$ cat config.mk
export PLATFORM = sky130hd
export DESIGN_NAME = seq_alu
export DESIGN_NICKNAME = d
export VERILOG_FILES = /design/src/rtl/seq_alu.sv
export SDC_FILE = /design/constraint.sdc
export NUM_CORES = 1
export LEC_CHECK = 0
export BUFFER_PORTS_ARGS = -buffer_cell sky130_fd_sc_hd__buf_2
export CAP_MARGIN = 30
export CORE_ASPECT_RATIO = 0.6
export CORE_MARGIN = 3
export CORE_UTILIZATION = 56
export DETAILED_ROUTE_END_ITERATION = 8
export PLACE_DENSITY = 0.85
export SETUP_SLACK_MARGIN = 0.02
export SLEW_MARGIN = 20
export SYNTH_ARGS = -nofsm -noshare
export SYNTH_HDL_FRONTEND = slang
export SYNTH_SLANG_ARGS = --single-unit
$ cat constraint.sdc
create_clock -name clock -period 3.8 [get_ports clock]
set_clock_uncertainty 0.15 [all_clocks]
set_input_delay 0.95 -clock clock [delete_from_list [all_inputs] [get_ports clock]]
set_output_delay 0.95 -clock clock [all_outputs]
set_load 0.02 [all_outputs]
$ cat src/rtl/seq_alu.sv
// Registered ALU with an accumulator path, status flags and a multi-cycle
// rotate-through-carry driven by a start/busy/done handshake.
module seq_alu #(
    parameter int WIDTH = 4
) (
    input  logic             clock,
    input  logic             reset,
    input  logic             start,
    input  logic [2:0]       modeSelect,
    input  logic             accSelect,
    input  logic [WIDTH-1:0] A,
    input  logic [WIDTH-1:0] B,
    input  logic             C,
    output logic             busy,
    output logic             done,
    output logic [WIDTH-1:0] RegOut,
    output logic             Carryout,
    output logic             Zero,
    output logic             Overflow
);

    typedef enum logic {IDLE, ROT} state_t;

    state_t           state, state_nxt;
    logic [WIDTH-1:0] cnt, cnt_nxt;
    logic [WIDTH-1:0] rot_r, rot_r_nxt;
    logic             rot_c, rot_c_nxt;
    logic [WIDTH-1:0] reg_nxt;
    logic             cy_nxt, zero_nxt, ovf_nxt, done_nxt;
    logic [WIDTH-1:0] aeff;
    logic [WIDTH:0]   sum;

    function automatic logic add_ovf(input logic signed [WIDTH-1:0] a,
                                     input logic signed [WIDTH-1:0] b,
                                     input logic signed [WIDTH-1:0] s);
        return (a[WIDTH-1] == b[WIDTH-1]) && (s[WIDTH-1] != a[WIDTH-1]);
    endfunction

    // One rotate step on the concatenation {carry, R}.
    function automatic logic [WIDTH:0] rot_step(input logic [WIDTH:0] cr);
        return {cr[WIDTH-1:0], cr[WIDTH]};
    endfunction

    assign aeff = accSelect ? RegOut : A;
    assign sum  = {1'b0, aeff} + {1'b0, B} + {{WIDTH{1'b0}}, C};
    assign busy = (state == ROT);

    always_comb begin
        state_nxt = state;
        cnt_nxt   = cnt;
        rot_r_nxt = rot_r;
        rot_c_nxt = rot_c;
        reg_nxt   = RegOut;
        cy_nxt    = Carryout;
        ovf_nxt   = Overflow;
        done_nxt  = 1'b0;
        zero_nxt  = Zero;
        case (state)
            IDLE: begin
                if (start) begin
                    if (modeSelect == 3'b101 && B != '0) begin
                        state_nxt = ROT;
                        cnt_nxt   = B;
                        rot_r_nxt = aeff;
                        rot_c_nxt = C;
                    end else begin
                        done_nxt = 1'b1;
                        cy_nxt   = 1'b0;
                        ovf_nxt  = 1'b0;
                        case (modeSelect)
                            3'b000: reg_nxt = ~aeff;
                            3'b001: begin
                                reg_nxt = sum[WIDTH-1:0];
                                cy_nxt  = sum[WIDTH];
                                ovf_nxt = add_ovf($signed(aeff), $signed(B),
                                                  $signed(sum[WIDTH-1:0]));
                            end
                            3'b010: reg_nxt = aeff & B;
                            3'b011: reg_nxt = aeff | B;
                            3'b100: reg_nxt = aeff ^ B;
                            3'b101: begin
                                reg_nxt = aeff;
                                cy_nxt  = C;
                            end
                            3'b110: reg_nxt = '0;
                            3'b111: reg_nxt = '1;
                        endcase
                    end
                end
            end
            ROT: begin
                {rot_c_nxt, rot_r_nxt} = rot_step({rot_c, rot_r});
                cnt_nxt = cnt - 1'b1;
                if (cnt == WIDTH'(1)) begin
                    state_nxt = IDLE;
                    reg_nxt   = rot_r_nxt;
                    cy_nxt    = rot_c_nxt;
                    ovf_nxt   = 1'b0;
                    done_nxt  = 1'b1;
                end
            end
            default: state_nxt = IDLE;
        endcase
        if (done_nxt) zero_nxt = (reg_nxt == '0);
    end

    // Control and committed outputs
    always_ff @(posedge clock) begin
        if (reset) begin
            state    <= IDLE;
            cnt      <= '0;
            RegOut   <= '0;
            Carryout <= 1'b0;
            Zero     <= 1'b1;
            Overflow <= 1'b0;
            done     <= 1'b0;
        end else begin
            state    <= state_nxt;
            cnt      <= cnt_nxt;
            RegOut   <= reg_nxt;
            Carryout <= cy_nxt;
            Zero     <= zero_nxt;
            Overflow <= ovf_nxt;
            done     <= done_nxt;
        end
    end

    // Rotate working register; only meaningful while in ROT
    always_ff @(posedge clock) begin
        rot_r <= rot_r_nxt;
        rot_c <= rot_c_nxt;
    end

endmodule

; ---- After elaboration in Yosys (flattened, before gate mapping)
; Cells that the tools add are included.
[op_classes]
addsub = 3
eq_ne = 14
n_mux = 33
bitwise = 5
n_reduce_logical = 7
[ops]
columns = operator, count
row1 = 4-bit 2-to-1 mux, 8
row2 = 4-bit one-hot mux with 8 select lines, 1
row3 = 4-bit one-hot mux with 2 select lines, 3
row4 = 1-bit 2-to-1 mux, 15
row5 = 3-bit equality test (second input constant), 4
row6 = 1-bit one-hot mux with 2 select lines, 6
row7 = 3-bit by 2-bit equality test with 1-bit output (second input constant), 2
row8 = 2-bit != test (second input constant), 3
row9 = 4-bit by 4-bit adder with 5-bit output, 1
row10 = 5-bit by 1-bit adder with 5-bit output, 1
row11 = 4-bit bitwise AND, 1
row12 = 4-bit by 1-bit equality test with 1-bit output (second input constant), 1
row13 = 4-bit zero test, 1
row14 = 4-bit NOT, 1
row15 = 4-bit OR, 1
row16 = 4-bit nonzero test, 1
row17 = 4-bit by 1-bit subtractor with 4-bit output (second input constant), 1
row18 = 4-bit XOR, 1
row19 = 3-bit by 1-bit equality test with 1-bit output (second input constant), 1
row20 = 3-bit zero test, 1
row21 = 3-bit AND reduction, 1
row22 = 1-bit logical AND, 2
row23 = 2-bit by 1-bit != test with 1-bit output (second input constant), 1
row24 = 2-bit AND reduction, 1
row25 = 3 further kinds, 3
[totals]
reg_bits = 18
in_bits = 16
out_inout_bits = 9
wordCells = 71

; ---- Logic depth before layout (Yosys ltp)
[logic_depth]
depth_word = 9
mapped_depth = 11
mapped_depth_nobuf = 10

; ---- Worst setup path before layout
; No wires, ideal clock.
[synth_path]
path_kind = input to register
start = in accSelect
end = reg Zero
arrival_ps = 3064
path_slack_ps = 463
stages = 10
n_path_buf = 1
cell_sequence = buf_4 -> mux2i_1 -> inv_1 -> fa_1 -> fa_1 -> a2bb2oi_1 -> a31oi_1 -> or3_1 -> a22oi_2 -> o31ai_1
[synth_via]
elab_chain_cells = 8
word_cells_on_any_way = 12
cone_classes = add/sub (2) / mux (5) / bitwise (4) / reduce/logical (1)
[synth_rtl]
columns = item, line_no
row1 = start: declaration, 10  ; input logic accSelect,
row2 = 4-bit 2-to-1 mux *, 44  ; assign aeff = accSelect ? RegOut : A;
row3 = 4-bit by 4-bit adder with 5-bit output, 45  ; assign sum = {1'b0, aeff} + {1'b0, B} + {{WIDTH{1'b0}}, C};
row4 = 5-bit by 1-bit adder with 5-bit output, 45
row5 = 4-bit one-hot mux with 8 select lines *, 70  ; case (modeSelect)
row6 = 4-bit 2-to-1 mux *, 61  ; if (modeSelect == 3'b101 && B != '0) begin
row7 = 4-bit 2-to-1 mux *, 60  ; if (start) begin
row8 = 4-bit one-hot mux with 2 select lines *, 58  ; case (state)
row9 = 4-bit zero test *, 104  ; if (done_nxt) zero_nxt = (reg_nxt == '0);
row10 = end signal: assignment, 122  ; Zero <= zero_nxt;
row11 = end: declaration, 18  ; output logic Zero,
; Mark *: on every way between the ends. The rest lies on a longest branch, timed or not.
; A chain may end at the register's enable or synchronous reset.

; ---- Worst setup path after layout
; Same ends and word-level chain as after synthesis.

==> metrics <==
RSZ-0062 raised after global routing=false; Leak Pwr=0.7234 nW; sequential cell area=just over 400 µm²; Data arrival, critical path=3.32 ns; Layout area overhead=11.69%; distinct cell type count after synthesis=48; # DRC=0; part of the cycle the worst path needs=0.8762; Post-synth EDFFs=5; CTS sink count=18; fmax=around 0.30 GHz; CP Launch Type=input pin; I/O pins=25; Diodes inserted=0; HP Class=reg2reg; CP Cell Sequence=buf_2 > mux2i_1 > inv_1 > fa_1 > fa_1 > a2bb2oi_1 > a31oi_1 > or3_1 > a22oi_2 > o31ai_1; WL per Instance=16.19 µm; design area=between 1500 and 2000 µm²; top cell type's share of synthesized area=0.1801; final hold violation count=0; delay of the slowest critical-path stage=0.50 ns; met1 usage=0.3233; DIE WIDTH=~72 µm; synthesized instance count=167; final core utilization=0.6988; GP Congestion=0.9066; sequential share of the synthesized area=0.2840; most used cell, CP=fa_1; Final TNS setup=0 ns; Slew Viols, Final=0; largest delay contributor family on the critical path=adder cells; pwr dens=322.8 nW/µm²; Yosys reg bits=18; Port Buf Inserts=24; Setup-failing EPs final=0; clock buffer depth=2; Critical Path Fanout Max=5; routing usage on met3=0.06667; wire length of the first global-routing pass=approximately 5800 µm; initial antenna violation count=0; pin count of the biggest net entering global routing=23; top_reg_cell synth=dfxtp_1; total grt overflow=0; CTS tree=done; overall routed net length=approximately 3500 µm; die area=around 3200 µm²; Max-Slew Margin vs Limit=0.7295; asr flop ratio synth=0; vias in the first global route=between 1000 and 1500; HPWL Detailed=2808 µm; largest area contributor in the netlist=dfxtp_1; Crit path required time=3.79 ns; Die Ht=approximately 45 µm; Pre-antenna DRT Iters=4; GRT Util Overall=0.2373; Slowest cell on crit path=fa_1; Setup crit end kind=flop; fraction of layout instances using a drive strength above 1=0.2193; Core Box Area=2310 µm²; vias per cell=5.963; gr busiest metal=met2; synth top area cells=dfxtp_1 18%, edfxtp_1 10%, ha_1 8.7%; cts bufs inserted=3; Reg clk slew, reported paths=0.06 ns; H-Tree Depth=1; Nets=~220; syn_area_per_cell=8.654 µm²; VDD IR max=0.1912 mV; CTS-repair resized insts=0; total power=0.5210 mW; Multi-input gate area=between 900 and 1000 µm²; MaxCap Viol Count=0; clk root buf=clkbuf_8; most frequent cells after synthesis=23 x nor2_1, 16 x inv_1, 13 x dfxtp_1; Global Route met2 Usage=0.3704; crit path kind=in2reg; Critical path buffers and inverters=2; Final min period=between 3 and 4 ns; FP Rows=13; Clk Latency, worst-skew pair=about 0.26 ns; postcts setup bufs=0; Synth warnings=0; Vias=1294; most common cell in the netlist=nor2_1; fill count=181; worst slew pin tran=a little over 0.4 ns; syn_nets=a little under 200; status=finished, final reports clean; cts hold-fix bufs=0; Mapped Area=~1400 µm²; antenna-violating nets left=0; Starting Density=0.6257; Placed Area=roughly 1600 µm²; First DRT Iteration DRCs=67
## placed cells by master (no fill, tap or decap), types with 3 or more instances in the layout
| master | synthesis | layout |
|---|---|---|
| buf_2 | 3 | 24 |
| nor2_1 | 23 | 23 |
| inv_1 | 16 | 16 |
| dfxtp_1 | 13 | 13 |
| a21oi_1 | 10 | 10 |
| ha_1 | 10 | 10 |
| mux2i_1 | 8 | 8 |
| nand2_1 | 7 | 7 |
| nor2b_1 | 5 | 5 |
| edfxtp_1 | 5 | 5 |
| mux2_2 | 4 | 4 |
| o21ai_0 | 4 | 4 |
| nor3b_1 | 4 | 4 |
| a211oi_1 | 4 | 4 |
| nand2b_1 | 3 | 3 |
| xnor2_1 | 3 | 3 |
| nor3_1 | 3 | 3 |
| clkbuf_8 | 0 | 3 |
## power breakdown
| group | total [mW] | internal, mW | switching, mW | leakage (nW) |
|---|---|---|---|---|
| sequential | 0.219 | 0.210 | 0.00858 | 0.153 |
| combinational | 0.162 | 0.0672 | 0.0950 | 0.548 |
| clock | 0.140 | 0.0747 | 0.0652 | 0.0228 |
## worst paths after layout
check / start / end / slack (ns) / cells after the start
max: accSelect / Zero / 0.47 / 10
min reg2reg: cnt[0] / cnt[0] / 0.39 / 1
min: cnt[0] / cnt[0] / 0.39 / 1
max reg2reg: RegOut[0] / Zero / 1.06 / 9
## metal layers
metal  part of all wire  wire length, µm
met1               0.46             1609
met5                  0                0
met4             0.0054               19
met2               0.45             1596
met3              0.082              287
## per-stage QoR
step / hold WS, ns / instances / setup slack [ns]
after floorplan: 0.3205 / 167 / 0.4634
after global placement: 0.3477 / 213 / 0.3262
after detailed placement: 0.3780 / 213 / 0.1990
after CTS: 0.3873 / 217 / 0.4858
after global routing: 0.3936 / 217 / 0.2891
final: 0.3900 / 217 / 0.4703
## registers in the layout (all words and copies together), names as in the netlist
signal    count
RegOut        4
cnt           4
rot_r         4
Carryout      1
Overflow      1
Zero          1
busy          1
done          1
rot_c         1
## final cells by class
cell class                      instances  share of cell area
Clock buffer                            4             0.02791
Inverter                               16             0.03721
Multi-Input combinational cell        124              0.5783
Sequential cell                        18              0.2543
Tap cell                               30             0.02326
Timing Repair Buffer                   25             0.07907
## logic make-up (layout without fill, tap and decap cells)
logic type                 after synthesis  in the layout  share of synthesized area
DFF                                     18             18                     0.2840
adders and majority gates               12             12                     0.1143
xor gates and xnor gates                 3              3                    0.01819
AOI/OAI and AO/OA                       41             41                     0.2295
muxes                                   13             13                    0.09610
buffers and inverters                   25             45                    0.07012
and+or+nand+nor                         55             55                     0.1879
Power figures use the tool's default switching activity.
